==> config.mk <==
export PLATFORM = sky130hd
export DESIGN_NAME = spike_fifo_scheduler
export DESIGN_NICKNAME = d
export VERILOG_FILES = /design/src/rtl/spike_sched_pkg.sv /design/src/rtl/spike_fifo_scheduler_rr_arbiter.sv /design/src/rtl/spike_fifo_scheduler.sv
export SDC_FILE = /design/constraint.sdc
export NUM_CORES = 1
export LEC_CHECK = 0
export ABC_AREA = 1
export CAP_MARGIN = 40
export CELL_PAD_IN_SITES_DETAIL_PLACEMENT = 0
export CELL_PAD_IN_SITES_GLOBAL_PLACEMENT = 1
export CORE_ASPECT_RATIO = 0.75
export CORE_MARGIN = 10
export CORE_UTILIZATION = 21
export CTS_CLUSTER_DIAMETER = 100
export DETAILED_ROUTE_END_ITERATION = 8
export PLACE_DENSITY = 0.87
export REMOVE_ABC_BUFFERS = 1
export SETUP_SLACK_MARGIN = 0.15
export SYNTH_ARGS = -nofsm -noshare
export SYNTH_HDL_FRONTEND = slang
export SYNTH_HIERARCHICAL = 1
export SYNTH_SLANG_ARGS = --single-unit
==> constraint.sdc <==
create_clock -name CLK -period 3.3 [get_ports CLK]
set_clock_uncertainty 0.1 [all_clocks]
set_input_delay 0.66 -clock CLK [delete_from_list [all_inputs] [get_ports CLK]]
set_output_delay 0.66 -clock CLK [all_outputs]
set_load 0.005 [all_outputs]
==> src/rtl/spike_sched_pkg.sv <==
// Shared types and defaults for the spike FIFO scheduler.
// Optional feature macro: SPIKE_SCHED_PRIO0_EN (strict priority for requester 0).
package spike_sched_pkg;

    localparam int DEFAULT_NUM_REQ = 3;
    localparam int DEFAULT_N       = 256;

    // Read-side sequencer states
    typedef enum logic [1:0] {
        IDLE  = 2'd0,
        FETCH = 2'd1,
        HOLD  = 2'd2
    } rd_state_e;

    // Index width that stays legal for a single requester
    function automatic int idx_width(input int n);
        return (n > 1) ? $clog2(n) : 1;
    endfunction

endpackage

==> src/rtl/spike_fifo_scheduler_rr_arbiter.sv <==
// Combinational round-robin arbiter: first active request at or above the
// pointer, wrapping back to index 0. Produces a one-hot grant and its index.
module rr_arbiter
    import spike_sched_pkg::*;
#(
    parameter  int NUM_REQ = DEFAULT_NUM_REQ,
    localparam int IW      = idx_width(NUM_REQ)
) (
    input  logic [NUM_REQ-1:0] i_req,
    input  logic [IW-1:0]      i_ptr,
    output logic [NUM_REQ-1:0] o_grant,
    output logic [IW-1:0]      o_idx,
    output logic               o_any
);

    int w_cand;

    // Scan the ring starting at the pointer and keep the first hit
    always_comb begin
        // NOTE: every output gets a default before the loop so no path leaves
        // a value unassigned, which would otherwise infer a latch.
        o_grant = '0;
        o_idx   = '0;
        o_any   = 1'b0;
        w_cand  = 0;
        for (int k = 0; k < NUM_REQ; k++) begin
            w_cand = int'(i_ptr) + k;
            if (w_cand >= NUM_REQ) begin
                w_cand = w_cand - NUM_REQ;
            end
            if (!o_any && i_req[w_cand]) begin
                o_any           = 1'b1;
                o_idx           = IW'(w_cand);
                o_grant[w_cand] = 1'b1;
            end
        end
    end

endmodule

==> src/rtl/spike_fifo_scheduler.sv <==
// Spike FIFO scheduler: arbitrates several spike-event sources onto one FIFO
// write port and streams FIFO contents to the neuron-update controller through
// a three-state read sequencer (IDLE -> FETCH -> HOLD).
// Optional feature macro: SPIKE_SCHED_PRIO0_EN -- requester 0 wins outright,
// the remaining requesters share the round-robin ring.
module spike_fifo_scheduler
    import spike_sched_pkg::*;
#(
    parameter  int NUM_REQ = DEFAULT_NUM_REQ,
    parameter  int N       = DEFAULT_N,
    localparam int AW      = $clog2(N),
    localparam int IW      = idx_width(NUM_REQ)
) (
    input  logic                        CLK,
    input  logic                        RSTN,
    input  logic [NUM_REQ-1:0]          req_valid_i,
    input  logic [NUM_REQ-1:0][AW-1:0]  req_addr_i,
    output logic [NUM_REQ-1:0]          req_ready_o,
    output logic                        FIFO_w_en_o,
    output logic [AW-1:0]               FIFO_w_data_o,
    input  logic                        FIFO_full_i,
    output logic                        FIFO_r_en_o,
    input  logic                        FIFO_empty_i,
    input  logic [AW-1:0]               FIFO_r_data_i,
    output logic                        spk_valid_o,
    input  logic                        spk_ready_i,
    output logic [AW-1:0]               spk_addr_o
);

    logic [IW-1:0]      r_rr_ptr;
    logic [NUM_REQ-1:0] w_arb_req;
    logic [NUM_REQ-1:0] w_rr_grant;
    logic [IW-1:0]      w_rr_idx;
    logic               w_rr_any;
    logic [NUM_REQ-1:0] w_grant;
    logic [IW-1:0]      w_idx;
    logic               w_any;
    logic               w_accept;
    logic               w_ptr_adv;
    logic [IW-1:0]      w_ptr_nxt;

    rd_state_e          r_state;
    rd_state_e          w_state_nxt;
    logic               w_r_en;
    logic               w_spk_valid;

    // ---------------- write side ----------------

    // Select which requests take part in the round-robin ring
    always_comb begin
        w_arb_req = req_valid_i;
`ifdef SPIKE_SCHED_PRIO0_EN
        w_arb_req[0] = 1'b0;
`endif
    end

    rr_arbiter #(.NUM_REQ(NUM_REQ)) u_rr_arbiter (
        .i_req   (w_arb_req),
        .i_ptr   (r_rr_ptr),
        .o_grant (w_rr_grant),
        .o_idx   (w_rr_idx),
        .o_any   (w_rr_any)
    );

    // Final grant, with the requester-0 override when priority is enabled
    always_comb begin
        w_grant   = w_rr_grant;
        w_idx     = w_rr_idx;
        w_any     = w_rr_any;
        w_ptr_adv = 1'b1;
`ifdef SPIKE_SCHED_PRIO0_EN
        if (req_valid_i[0]) begin
            w_grant   = '0;
            w_grant[0] = 1'b1;
            w_idx     = '0;
            w_any     = 1'b1;
            w_ptr_adv = 1'b0;
        end
`endif
    end

    // Outputs are held at zero while reset is asserted, independent of inputs
    assign w_accept      = RSTN && w_any && !FIFO_full_i;
    assign FIFO_w_en_o   = w_accept;
    assign req_ready_o   = w_accept ? w_grant : '0;
    assign FIFO_w_data_o = RSTN ? req_addr_i[w_idx] : '0;
    assign w_ptr_nxt     = (w_idx == IW'(NUM_REQ - 1)) ? '0 : w_idx + 1'b1;

    // Advance the ring pointer past the requester that just wrote
    always_ff @(posedge CLK or negedge RSTN) begin
        // NOTE: the async reset branch clears state the instant RSTN falls;
        // nothing here is a memory array, so every register is reset.
        if (!RSTN) begin
            r_rr_ptr <= '0;
        end else if (w_accept && w_ptr_adv) begin
            // NOTE: clocked state uses non-blocking assignment so all
            // registers sample pre-edge values regardless of block order.
            r_rr_ptr <= w_ptr_nxt;
        end
    end

    // ---------------- read side ----------------

    // Read sequencer state register
    always_ff @(posedge CLK or negedge RSTN) begin
        if (!RSTN) begin
            r_state <= IDLE;
        end else begin
            r_state <= w_state_nxt;
        end
    end

    // Next state, read strobe and spike-valid decode
    always_comb begin
        w_state_nxt = r_state;
        w_r_en      = 1'b0;
        w_spk_valid = 1'b0;
        case (r_state)
            IDLE: begin
                if (!FIFO_empty_i) begin
                    w_r_en      = 1'b1;
                    w_state_nxt = FETCH;
                end
            end
            FETCH: begin
                w_state_nxt = HOLD;
            end
            HOLD: begin
                w_spk_valid = 1'b1;
                if (spk_ready_i) begin
                    if (!FIFO_empty_i) begin
                        w_r_en      = 1'b1;
                        w_state_nxt = FETCH;
                    end else begin
                        w_state_nxt = IDLE;
                    end
                end
            end
            default: begin
                w_state_nxt = IDLE;
            end
        endcase
    end

    // FIFO read data stays put until the next read, so HOLD can present it directly
    assign FIFO_r_en_o = RSTN && w_r_en;
    assign spk_valid_o = w_spk_valid;
    assign spk_addr_o  = w_spk_valid ? FIFO_r_data_i : '0;

endmodule
======== Word level (Yosys, flattened, before mapping) ========
Index checks and enable logic that the tools add are counted.
word-level totals
  bits in registers ....................... 4
  output and inout bits ................... 22
  word-level logic and storage cells ...... 79
  input bits .............................. 40
cells by class
  magnitude comparators ................... 10
  reduce and logical (&&, ||, !) cells .... 13
  add/sub/neg operators ................... 6
  bitwise logic cells ..................... 2
  equality and inequality tests ........... 5
  multiplexer cells ....................... 41
operators by type and width
  operator                                                                        number
  32-bit by 1-bit >= comparator with 1-bit output (second input constant)         3
  32-bit by 4-bit less-than comparator with 1-bit output (second input constant)  3
  32-bit 2-to-1 mux                                                               3
  32-bit by 3-bit >= comparator with 1-bit output (second input constant)         2
  32-bit by 3-bit subtractor with 32-bit output (second input constant)           2
  8-bit 2-to-1 mux                                                                3
  8-bit binary-select mux with 2-bit select                                       1
  1-bit 2-to-1 mux                                                                16
  2-bit 2-to-1 mux                                                                6
  3-bit 2-to-1 mux                                                                4
  1-bit logical AND                                                               8
  1-bit binary-select mux with 2-bit select                                       3
  1-bit demux with 2-bit select                                                   3
  3-bit OR                                                                        2
  2-bit one-hot mux with 3 select lines                                           1
  2-bit == test (second input constant)                                           2
  2-bit inequality test (second input constant)                                   2
  2-bit by 1-bit adder with 3-bit output (second input constant)                  1
  2-bit by 2-bit adder with 3-bit output (second input constant)                  1
  1-bit zero test                                                                 3
  2-bit by 3-bit less-than comparator with 1-bit output (second input constant)   1
  2-bit by 2-bit subtractor with 3-bit output (second input constant)             1
  2-bit by 1-bit adder with 2-bit output (second input constant)                  1
  2-bit by 1-bit == test with 1-bit output (second input constant)                1
  other kinds (4)                                                                 4

======== Logic depth before layout (Yosys ltp) ========
Gate-level depths: netlist of run 1.
  depth in word-level cells ............... 15
  gate-level depth with buffers ........... 17
  depth with buffers taken out ............ 16

======== By module ========
Netlist of run 1, hierarchy kept.
by module, submodules not included
  module                sequential area each (um^2)  times used  cells each  area an instance (um^2)
  spike_fifo_scheduler  100.1                        1           98          546.8
  rr_arbiter            0.0                          1           61          320.3

======== Worst setup path before layout of run 1 ========
OpenSTA, ideal clock, no wires.
  path type ............................... register to output
  start point ............................. reg r_rr_ptr[0]
  end point ............................... out FIFO_w_data_o[0]
  path slack .............................. 737 ps
  data required time ...................... 2540 ps
  path buffers ............................ 1
  arrival ................................. 1803 ps
  stages on the path, launching flop included .. 17
  path through ............................ dfrtp_1 -> inv_1 -> ha_1 -> inv_2 -> nand2_1 -> nand3_1 -> nand2_1 -> nand2_1 -> inv_2 -> nand3_1 -> nand2_1 -> buf_6 -> nor2_8 -> nand2_1 -> nand3_1 -> nand2_1 -> inv_1
between the ends
  word-level cells in the longest chain between the ends .. 15
  elaborated cells on any way between the ends .. 32
  those cells by class .................... add/sub (5); order compare (3); mux (20); reduce/logical (4)
RTL lines
  item                                                                                    line                                   RTL
  start: declaration                                                                      spike_fifo_scheduler.sv:30             logic [IW-1:0] r_rr_ptr;
  start signal: assignment                                                                spike_fifo_scheduler.sv:98             r_rr_ptr <= w_ptr_nxt;
  branches (longest 11 deep; another with 32-bit by 3-bit subtractor with 32-bit output)  n/a
  2-bit 2-to-1 mux *                                                                      spike_fifo_scheduler_rr_arbiter.sv:31  if (!o_any && i_req[w_cand]) begin
  named net w_idx[1]                                                                      spike_fifo_scheduler.sv:36             logic [IW-1:0] w_idx;
  8-bit binary-select mux with 2-bit select *                                             spike_fifo_scheduler.sv:86             assign FIFO_w_data_o = RSTN ? req_addr_i[w_idx] : '0;
  8-bit 2-to-1 mux (not written as such) *                                                spike_fifo_scheduler.sv:86
  8-bit 2-to-1 mux *                                                                      spike_fifo_scheduler.sv:86
  end: declaration                                                                        spike_fifo_scheduler.sv:20             output logic [AW-1:0] FIFO_w_data_o,
Mark *: on every way through the listed nets, which the timed path passes. The select of a mux whose other input is x is not followed.

======== Final worst setup path of run 1 ========
  start point ............................. reg r_rr_ptr[0]
  end point ............................... out FIFO_w_data_o[3]
The elaborated chain is that of the path after synthesis.

==> flow_summary.ini, run 1 <==
[clock_network]
cts_root_buffer = clkbuf_8
cts_htree_levels = 1
clk_latency_ns = 0.22
cts_tree = yes
clk_path_buf_depth = 2
clkTransAtPathRegs_ns = 0.03
cts_hold_buffers = 0
clock-sinks = 4
cts_made_buffers = 3

[timing]
finalHoldViolCount = 0
fmax_mhz = 315
rsz0062_at_grt = true
finalCritPeriodShare = 0.963
relSlewSlack = 0.766
fin_crit_ns = 3.18
tightest_slew_ns = 0.350
slew_violations = 0
setup_viol = 0
setup_ws_ns = 0.123

[setup_path]
cp_max_fo = 5
critPathLaunchType = register
required_ns = 2.54
r2r_cells = 13
ff2ff_setup_slack_ns = 0.98
r2r-end = r_rr_ptr[0]$_DFFE_PN0P_
arrival_ns = 2.42
worstSetupPathType = reg -> out
crit_path_start = r_rr_ptr[0]$_DFFE_PN0P_
crit_path_end_kind = output pin
r2r-start = r_rr_ptr[1]$_DFFE_PN0P_

[run]
drv_cap = 0

[yosys]
synth_enable_flop_cells = 0
netlist_area_um2 = 867
yosysWarnings = 6
yosysTopAreaCell = nand3_1
ys.flop_type = dfrtp_1
synth_cell_types = 22
synth_most_common_cell = nand2_1
synth_top_area_frac = 0.202
ys_async_sr_fraction = 1.00
synth_common_cells = 44 x nand2_1, 35 x nand3_1, 31 x inv_1
ys_seq_area_frac = 0.115
synth_area_leaders = nand3_1 20%, nand2_1 19%, inv_1 13%
synth_cells = 159
avgSynthCellArea_um2 = 5.45
synth_seq_cells = 4

[layout]
final_util = 0.498
fin_nets = 305
final_cells = 314
nFillCells = 386
final_area_um2 = 2010
synthToLayoutAreaGrowth_pct = 131
antennaDiodeCount = 0
drive_gt1_frac = 0.344

[floorplanning]
die_x_um = 94.2
io_pins = 62
floorplan.initialDensity = 0.215
rows = 20
die_h_um = 75.7
core_um2 = 4030
dieArea_um2 = 7130

[power]
powerDensity_nw_per_um2 = 1210
power.total_mw = 2.43
vdd_drop_max_uv = 558
p_leak_nw = 1.07

[drt]
postRouteAntennaNets = 0
wirelength_um = 3920
drc = 0
drt_first_pass_iters = 4
dr.first_iter.drc_count = 63
avgViaCountPerCell = 4.17
wl_per_cell_um = 12.5
route.vias.total = 1309

[global_routing]
antenna_found_initial = 0
grtUsageTotal = 0.0983
grt_pass1_wl_um = 5620
grt_util_met1 = 0.119
grt.met2_usage = 0.168
grt_start_max_net_pins = 13
grt-busiest-layer = met2
met3_usage = 0.0394
overflow = 0
grt_pass1_vias = 1195

[place]
dpl.hpwl_um = 2770
io_buffers = 61
dp.cells = 285
post_dp_cell_area_um2 = 1620
place.gp.congestion = 0.818
dp_slack_ns = -0.348

[run_status]
status = finished clean

[min_path]
hold_class = reg -> reg
hold_path_end = r_state[1]$_DFFE_PN0P_
min_from = r_state[1]$_DFFE_PN0P_
hold_depth = 2
## how the worst max path moves through the flow
stage               cells past startpoint               end  slack, ns
floorplan                              11  FIFO_w_data_o[0]       0.52
global placement                       15  FIFO_w_data_o[5]      -0.34
detailed placement                     15  FIFO_w_data_o[1]      -0.35
CTS                                    17  FIFO_w_data_o[5]       0.16
global route                           16  FIFO_w_data_o[3]      0.008
finish                                 16  FIFO_w_data_o[3]       0.12
## where the power goes
group	internal, mW	total, mW	switching, mW
sequential	0.0674	0.0869	0.0195
clock	0.0778	0.104	0.0265
combinational	1.16	2.24	1.08
## sequential cells by signal, indices dropped and copies added, names as in the netlist
register,count
r_state,2
r_rr_ptr,2
## cell families (layout without fill, tap and decap cells)
family	after synthesis	in the layout	share of synthesized area
flip-flops	4	4	0.115
AND/OR/NAND/NOR	101	102	0.547
buffers and inverters	44	143	0.219
AO/OA/AOI/OAI	6	6	0.0606
adder cells (fa/ha/maj)	4	4	0.0577
## cells in the final DEF (no fill, tap or decap), drive strengths merged
cell | Yosys | layout
o31ai | 1 | 1
nor2 | 16 | 17
nor3 | 1 | 1
clkinv | 1 | 1
dlygate4sd2 | 0 | 5
o21a | 1 | 1
buf | 3 | 39
inv | 40 | 40
dlymetal6s2s | 0 | 3
clkdlybuf4s50 | 0 | 47
ha | 4 | 4
dfrtp | 4 | 4
nand3 | 36 | 36
clkbuf | 0 | 8
nand2 | 47 | 47
or2 | 1 | 1
o21ai | 4 | 4
## per-layer routing
metal / wire, um / share of wire
met1: 1710 / 0.44
met2: 1900 / 0.49
met3: 291 / 0.074
met4: 15 / 0.0038
met5: 0 / 0
## critical path: stages, from the launching register on
cell and delay, ns:
dfrtp_1 0.38, inv_2 0.07, ha_4 0.27, o21ai_0 0.23, nand2_2 0.08, nand2_2 0.10, inv_4 0.06, nand3_4 0.06
nand2_4 0.06, buf_6 0.13, buf_4 0.14, buf_12 0.12, nand3_1 0.07, nand3_1 0.08, nand2_1 0.06, inv_1 0.03
dlygate4sd2_1 0.25
## area by class of cell
| class | instances | area [um2] | area share |
|---|---|---|---|
| Multi-Input combinational cell | 112 | 716 | 0.357 |
| Sequential cell | 4 | 101 | 0.0505 |
| Tap cell | 55 | 68.8 | 0.0343 |
| Clock buffer | 3 | 41.3 | 0.0206 |
| Inverter | 41 | 178 | 0.0885 |
| Timing Repair Buffer | 99 | 902 | 0.450 |
## per-stage QoR
step                hold slack, ns  setup TNS [ns]
finish                       0.467               0
CTS                          0.466               0
global placement             0.441           -2.43
global route                 0.502               0
detailed placement           0.447           -2.64
floorplan                    0.264               0
## timing repair
action	CTS	global route
setup endpoints to repair	12	11
setup buffers	16	9
pin swaps	10	14
gates resized for setup	34	38
gates cloned	1	0
(Power assumes the default switching activity.)
==> inputs of run 2 (changes only) <==
--- a/config.mk
+++ b/config.mk
@@ -14,4 +14,5 @@
 export CORE_UTILIZATION = 21
 export CTS_CLUSTER_DIAMETER = 100
+export CTS_CLUSTER_SIZE = 12
 export DETAILED_ROUTE_END_ITERATION = 8
 export PLACE_DENSITY = 0.87
==> constraint.sdc (replaced) <==
create_clock -name CLK -period 3.3 [get_ports CLK]
set_clock_uncertainty 0.1 [all_clocks]
set_input_delay 0.495 -clock CLK [delete_from_list [all_inputs] [get_ports CLK]]
set_output_delay 0.495 -clock CLK [all_outputs]
set_load 0.005 [all_outputs]
==> run 2 against run 1 <==
  * Fmax up 3.9%
  * First-iteration DRC count down 62%
  * Clock-buffer cell count unchanged
  * Worst setup slack better by 0.12 ns
==> flow_summary.ini, run 2 (same netlist as run 1, synthesis figures left out) <==
[setup_path]
critPathTopFamily = buffers and inverters
crit_chain = clkdlybuf4s50_1, inv_2, o21ai_2, nand2_4, nand3_1, nand2_1, inv_2, nand2_4, buf_6, nor2_4, buf_4, buf_4, nand2_1, nand3_1, nand2_1, inv_1, clkdlybuf4s15_1
critPathMaxStageDelay_ns = 0.49
cpMostUsedCell = nand2_1
worstSetupPathType = in -> out
cp_max_fo = 6
arrival_ns = 2.46
critPathLaunchType = primary input
crit_path_end_kind = output pin
worst_path_max_delay_cell = clkdlybuf4s50_1
required_ns = 2.70
critPathBufInv = 8

[floorplanning]
floorplan.initialDensity = 0.215
dieArea_um2 = 7130
die_x_um = 94.2
core_um2 = 4030
rows = 20
io_pins = 62
die_h_um = 75.7

[power]
p_leak_nw = 0.946
powerDensity_nw_per_um2 = 1090
combPwrFrac = 0.902
vdd_drop_max_uv = 514
power_frac_seq = 0.046
p_clk_frac = 0.052
switching_power_mw = 0.943
power_switching_share = 0.479
power.total_mw = 1.97
internal-power_mw = 1.03

[clock_network]
cts_made_buffers = 3
clkTransAtPathRegs_ns = 0.03
clk_latency_ns = 0.22
clk_path_buf_depth = 2
cts_tree = yes
cts_htree_levels = 1
cts_hold_buffers = 0
clock-sinks = 4
cts_root_buffer = clkbuf_8

[layout]
top_regs = r_rr_ptr: 2 flops, r_state: 2 flops
antennaDiodeCount = 0
nFillCells = 405
layout_commonest_cell = clkdlybuf4s50_1
final_util = 0.450
drive_gt1_frac = 0.228
mostFrequentLayoutCells = 53 x clkdlybuf4s50_1, 41 x nand2_1, 33 x nand3_1
synthToLayoutAreaGrowth_pct = 109
fin_nets = 287

[drt]
drt_first_pass_iters = 4
route.vias.total = 1216
avgViaCountPerCell = 4.11
drc = 0
wirelength_um = 3370
dr.first_iter.drc_count = 24
postRouteAntennaNets = 0
wl_per_cell_um = 11.4

[timing]
rsz0062_at_grt = false
setup_viol = 0
tightest_slew_ns = 0.318
fmax_mhz = 327
finalHoldViolCount = 0
finalCritPeriodShare = 0.927
tns_ns = 0
relSlewSlack = 0.788
slew_violations = 0
whs_ns = 0.462
fin_crit_ns = 3.06

[run]
drv_cap = 0

[global_routing]
grt_start_max_net_pins = 13
grt.met2_usage = 0.140
grt_util_met1 = 0.0997
antenna_found_initial = 0
grt-busiest-layer = met2
overflow = 0
grt_pass1_wl_um = 4910
grt_pass1_vias = 1121
met3_usage = 0.0374
grtUsageTotal = 0.0832

[min_path]
hold_class = reg -> reg

[place]
place.gp.congestion = 0.814
io_buffers = 61
dpl.hpwl_um = 2650

[run_status]
status = finished clean
## run 2: changes by cell type in the layout (fill, tap and decap cells not counted), moves of 4 or more
cell | before | now
buf_6 | 6 | 2
clkdlybuf4s50_1 | 47 | 53
nand3_1 | 29 | 33
nand2_1 | 35 | 41
inv_2 | 4 | 11
buf_4 | 31 | 17
nand2_2 | 8 | 2
clkbuf_2 | 5 | 0
inv_4 | 7 | 2
## run 2: layer usage
layer	vias to the layer above	part of all wire	wire, um
met3	0	0.083	280
met5	-	0	0
met1	528	0.45	1500
met4	0	0	0
li1	646	-	-
met2	42	0.47	1590
## run 2: cell type report
| class | count | area [um2] | share of cell area |
|---|---|---|---|
| timing repair buffer | 81 | 779 | 0.430 |
| multi-input combinational | 112 | 663 | 0.366 |
| inverter | 41 | 159 | 0.0876 |
| sequential | 4 | 101 | 0.0559 |
| tap | 55 | 68.8 | 0.0380 |
| clock buffer | 3 | 41.3 | 0.0228 |
## run 2: power by group through the flow
stage | Sequential (mW) | Combinational, mW | Clock [mW]
6_report | 0.0906 | 1.78 | 0.102
5_1_grt | 0.0933 | 1.99 | 0.112
4_1_cts | 0.0838 | 1.49 | 0.105
3_5_place_dp | 0.0814 | 1.36 | 0
3_3_place_gp | 0.0806 | 1.36 | 0
2_1_floorplan | 0.0780 | 0.816 | 0
## run 2: worst paths after layout
| kind | from | endpoint | slack [ns] | cells after the start |
|---|---|---|---|---|
| max | req_valid_i[2] | FIFO_w_data_o[2] | 0.24 | 17 |
| min | r_state[1]$_DFFE_PN0P_ | r_state[1]$_DFFE_PN0P_ | 0.46 | 2 |
| max reg2reg | r_rr_ptr[0]$_DFFE_PN0P_ | r_rr_ptr[0]$_DFFE_PN0P_ | 1.16 | 12 |
| min reg2reg | r_state[1]$_DFFE_PN0P_ | r_state[1]$_DFFE_PN0P_ | 0.46 | 2 |
| max in group asynchronous | RSTN | r_rr_ptr[1]$_DFFE_PN0P_ | 2.36 | 2 |
| min in group asynchronous | RSTN | r_rr_ptr[0]$_DFFE_PN0P_ | 0.58 | 2 |
## run 2: timing repair
action                                  4_1_cts  5_1_grt
endpoints found under the setup margin        8        6
gates resized for setup                      16       16
setup buffers                                 2       11
pin swaps                                     3        8
gates cloned                                  1        0
## run 2: worst reg2reg max path: cells and delay by family, from the launching register on
family	cells	cell delay [ns]
AO/OA/AOI/OAI	1	0.33
buffers and inverters	5	0.50
AND/OR/NAND/NOR	5	0.40
flip-flops	1	0.41
adder cells (fa/ha/maj)	1	0.30
## run 2: stage by stage
step / setup slack [ns] / cells / cell area, um2
2_1_floorplan: 0.683 / 156 / 833
3_3_place_gp: -0.00696 / 279 / 1580
3_5_place_dp: -0.0250 / 279 / 1580
4_1_cts: 0.0724 / 285 / 1670
5_1_grt: 0.112 / 296 / 1810
6_report: 0.242 / 296 / 1810
==> inputs of run 3 (changes only) <==
Settings changed: PLACE_DENSITY 0.87 to not set, PLACE_DENSITY_LB_ADDON set to 0.1.
==> run 3 against run 2 <==
  * Cell count fell by 0.34%
  * Critical path type is now reg -> out
  * Flip-flop and latch count is the same
  * Largest cell class unchanged
  * Largest power group unchanged
  * Fmax up 1.4%
  * Global-route usage up 1.2 points
==> flow_summary.ini, run 3 (same netlist as run 1, synthesis figures left out) <==
[run_status]
status = finished clean

[timing]
whs_ns = 0.464
finalHoldViolCount = 0
tns_ns = 0
fmax_mhz = 332
setup_viol = 0
setup_ws_ns = 0.284
fin_crit_ns = 3.02
finalCritPeriodShare = 0.914
rsz0062_at_grt = true
tightest_slew_ns = 0.358
slew_violations = 0
relSlewSlack = 0.762

[drt]
drt_first_pass_iters = 4
postRouteAntennaNets = 0
avgViaCountPerCell = 4.24
drc = 0
wirelength_um = 3680
dr.first_iter.drc_count = 56
wl_per_cell_um = 12.5
route.vias.total = 1250

[floorplanning]
die_x_um = 94.2
floorplan.initialDensity = 0.215
dieArea_um2 = 7130
io_pins = 62
core_um2 = 4030
rows = 20
die_h_um = 75.7

[run]
drv_cap = 0

[global_routing]
overflow = 0
antenna_found_initial = 0
grtUsageTotal = 0.0952
grt_pass1_vias = 1251
grt_pass1_wl_um = 5520
grt_start_max_net_pins = 13

[setup_path]
critPathLaunchType = register
worst_path_max_delay_cell = dfrtp_2
worstSetupPathType = reg -> out
crit_chain = inv_4, ha_4, inv_6, nand2_1, nand3_1, nand2_1, nand2_2, inv_4, nand3_4, nand2_4, buf_8, buf_12, nor2_4, buf_4, nand2_1, nand3_1, nand2_1, inv_1, dlymetal6s2s_1
critPathBufInv = 8
crit_path_end_kind = output pin
arrival_ns = 2.42
critPathTopFamily = simple AND/OR/NAND/NOR gates
required_ns = 2.70
cp_max_fo = 6
cpMostUsedCell = nand2_1
critPathMaxStageDelay_ns = 0.43

[clock_network]
cts_made_buffers = 3
clk_path_buf_depth = 2
cts_root_buffer = clkbuf_8
cts_htree_levels = 1
cts_hold_buffers = 0
clkTransAtPathRegs_ns = 0.03
clk_latency_ns = 0.22
cts_tree = yes
clock-sinks = 4

[place]
dp_slack_ns = 0.00463
dpl.hpwl_um = 2980
place.gp.congestion = 0.791
dp.cells = 278
io_buffers = 61

[layout]
antennaDiodeCount = 0
fin_nets = 286
drive_gt1_frac = 0.221
top_regs = r_rr_ptr: 2 flops, r_state: 2 flops
final_util = 0.455
mostFrequentLayoutCells = 52 x clkdlybuf4s50_1, 41 x nand2_1, 33 x nand3_1
final_cells = 295
layout_commonest_cell = clkdlybuf4s50_1
synthToLayoutAreaGrowth_pct = 111

[power]
p_leak_nw = 0.953
vdd_drop_max_uv = 530
powerDensity_nw_per_um2 = 1100

[min_path]
hold_class = reg -> reg
==> run 3: routing by layer <==
layer  track usage  share of wire  wire, um  up-vias
li1              -              -         -      649
met1         0.107           0.40      1490      549
met2         0.158           0.48      1760       44
met3        0.0413           0.10       367        8
met4        0.0353          0.017        61        0
met5             0              0         0        -
==> run 3: timing repair <==
item / in CTS / in global routing
cloned: 1 / 0
endpoints found under the setup margin: 8 / 4
hold endpoints to repair: 0 / 0
gates resized for setup: 19 / 19
pin swaps: 5 / 9
setup buffers: 4 / 9
==> run 3: final timing paths <==
path / slack (ns) / startpoint / depth (start not counted) / to
worst min register to register: 0.46 / r_state[1]$_DFFE_PN0P_ / 2 / r_state[1]$_DFFE_PN0P_
max in group asynchronous: 2.36 / RSTN / 2 / r_rr_ptr[1]$_DFFE_PN0P_
min in group asynchronous: 0.58 / RSTN / 2 / r_state[0]$_DFFE_PN0P_
worst min-delay path: 0.46 / r_state[1]$_DFFE_PN0P_ / 2 / r_state[1]$_DFFE_PN0P_
worst max register to register: 1.00 / r_rr_ptr[0]$_DFFE_PN0P_ / 17 / r_rr_ptr[0]$_DFFE_PN0P_
worst max-delay path: 0.28 / r_rr_ptr[0]$_DFFE_PN0P_ / 19 / FIFO_w_data_o[5]
==> run 3: power by group <==
part / switching [mW] / internal, mW
clock network: 0.0255 / 0.0778
logic: 0.927 / 0.898
registers: 0.0261 / 0.0686
total: 0.978 / 1.04
==> run 3: through the flow <==
step / instance area (um2) / total power, mW
final: 1830 / 2.02
after CTS: 1690 / 1.71
after global placement: 1570 / 1.42
after detailed placement: 1570 / 1.43
after global routing: 1830 / 2.23
after floorplan: 833 / 0.894
==> run 3: layout make-up <==
type | instances | area (um2)
clock buffers | 3 | 41.3
flip-flops and latches | 4 | 103
repair buffers | 80 | 783
inverters | 41 | 169
multi-input cells | 112 | 668
well taps | 55 | 68.8
fillers | 400 | 2200
==> run 3: worst reg2reg max path, delay by kind of cell, from the launching register on <==
kind	cells	cell delay (ns)
adder cells (fa/ha/maj)	1	0.32
buffers and inverters	7	0.67
flip-flops	1	0.43
AND/OR/NAND/NOR	9	0.66
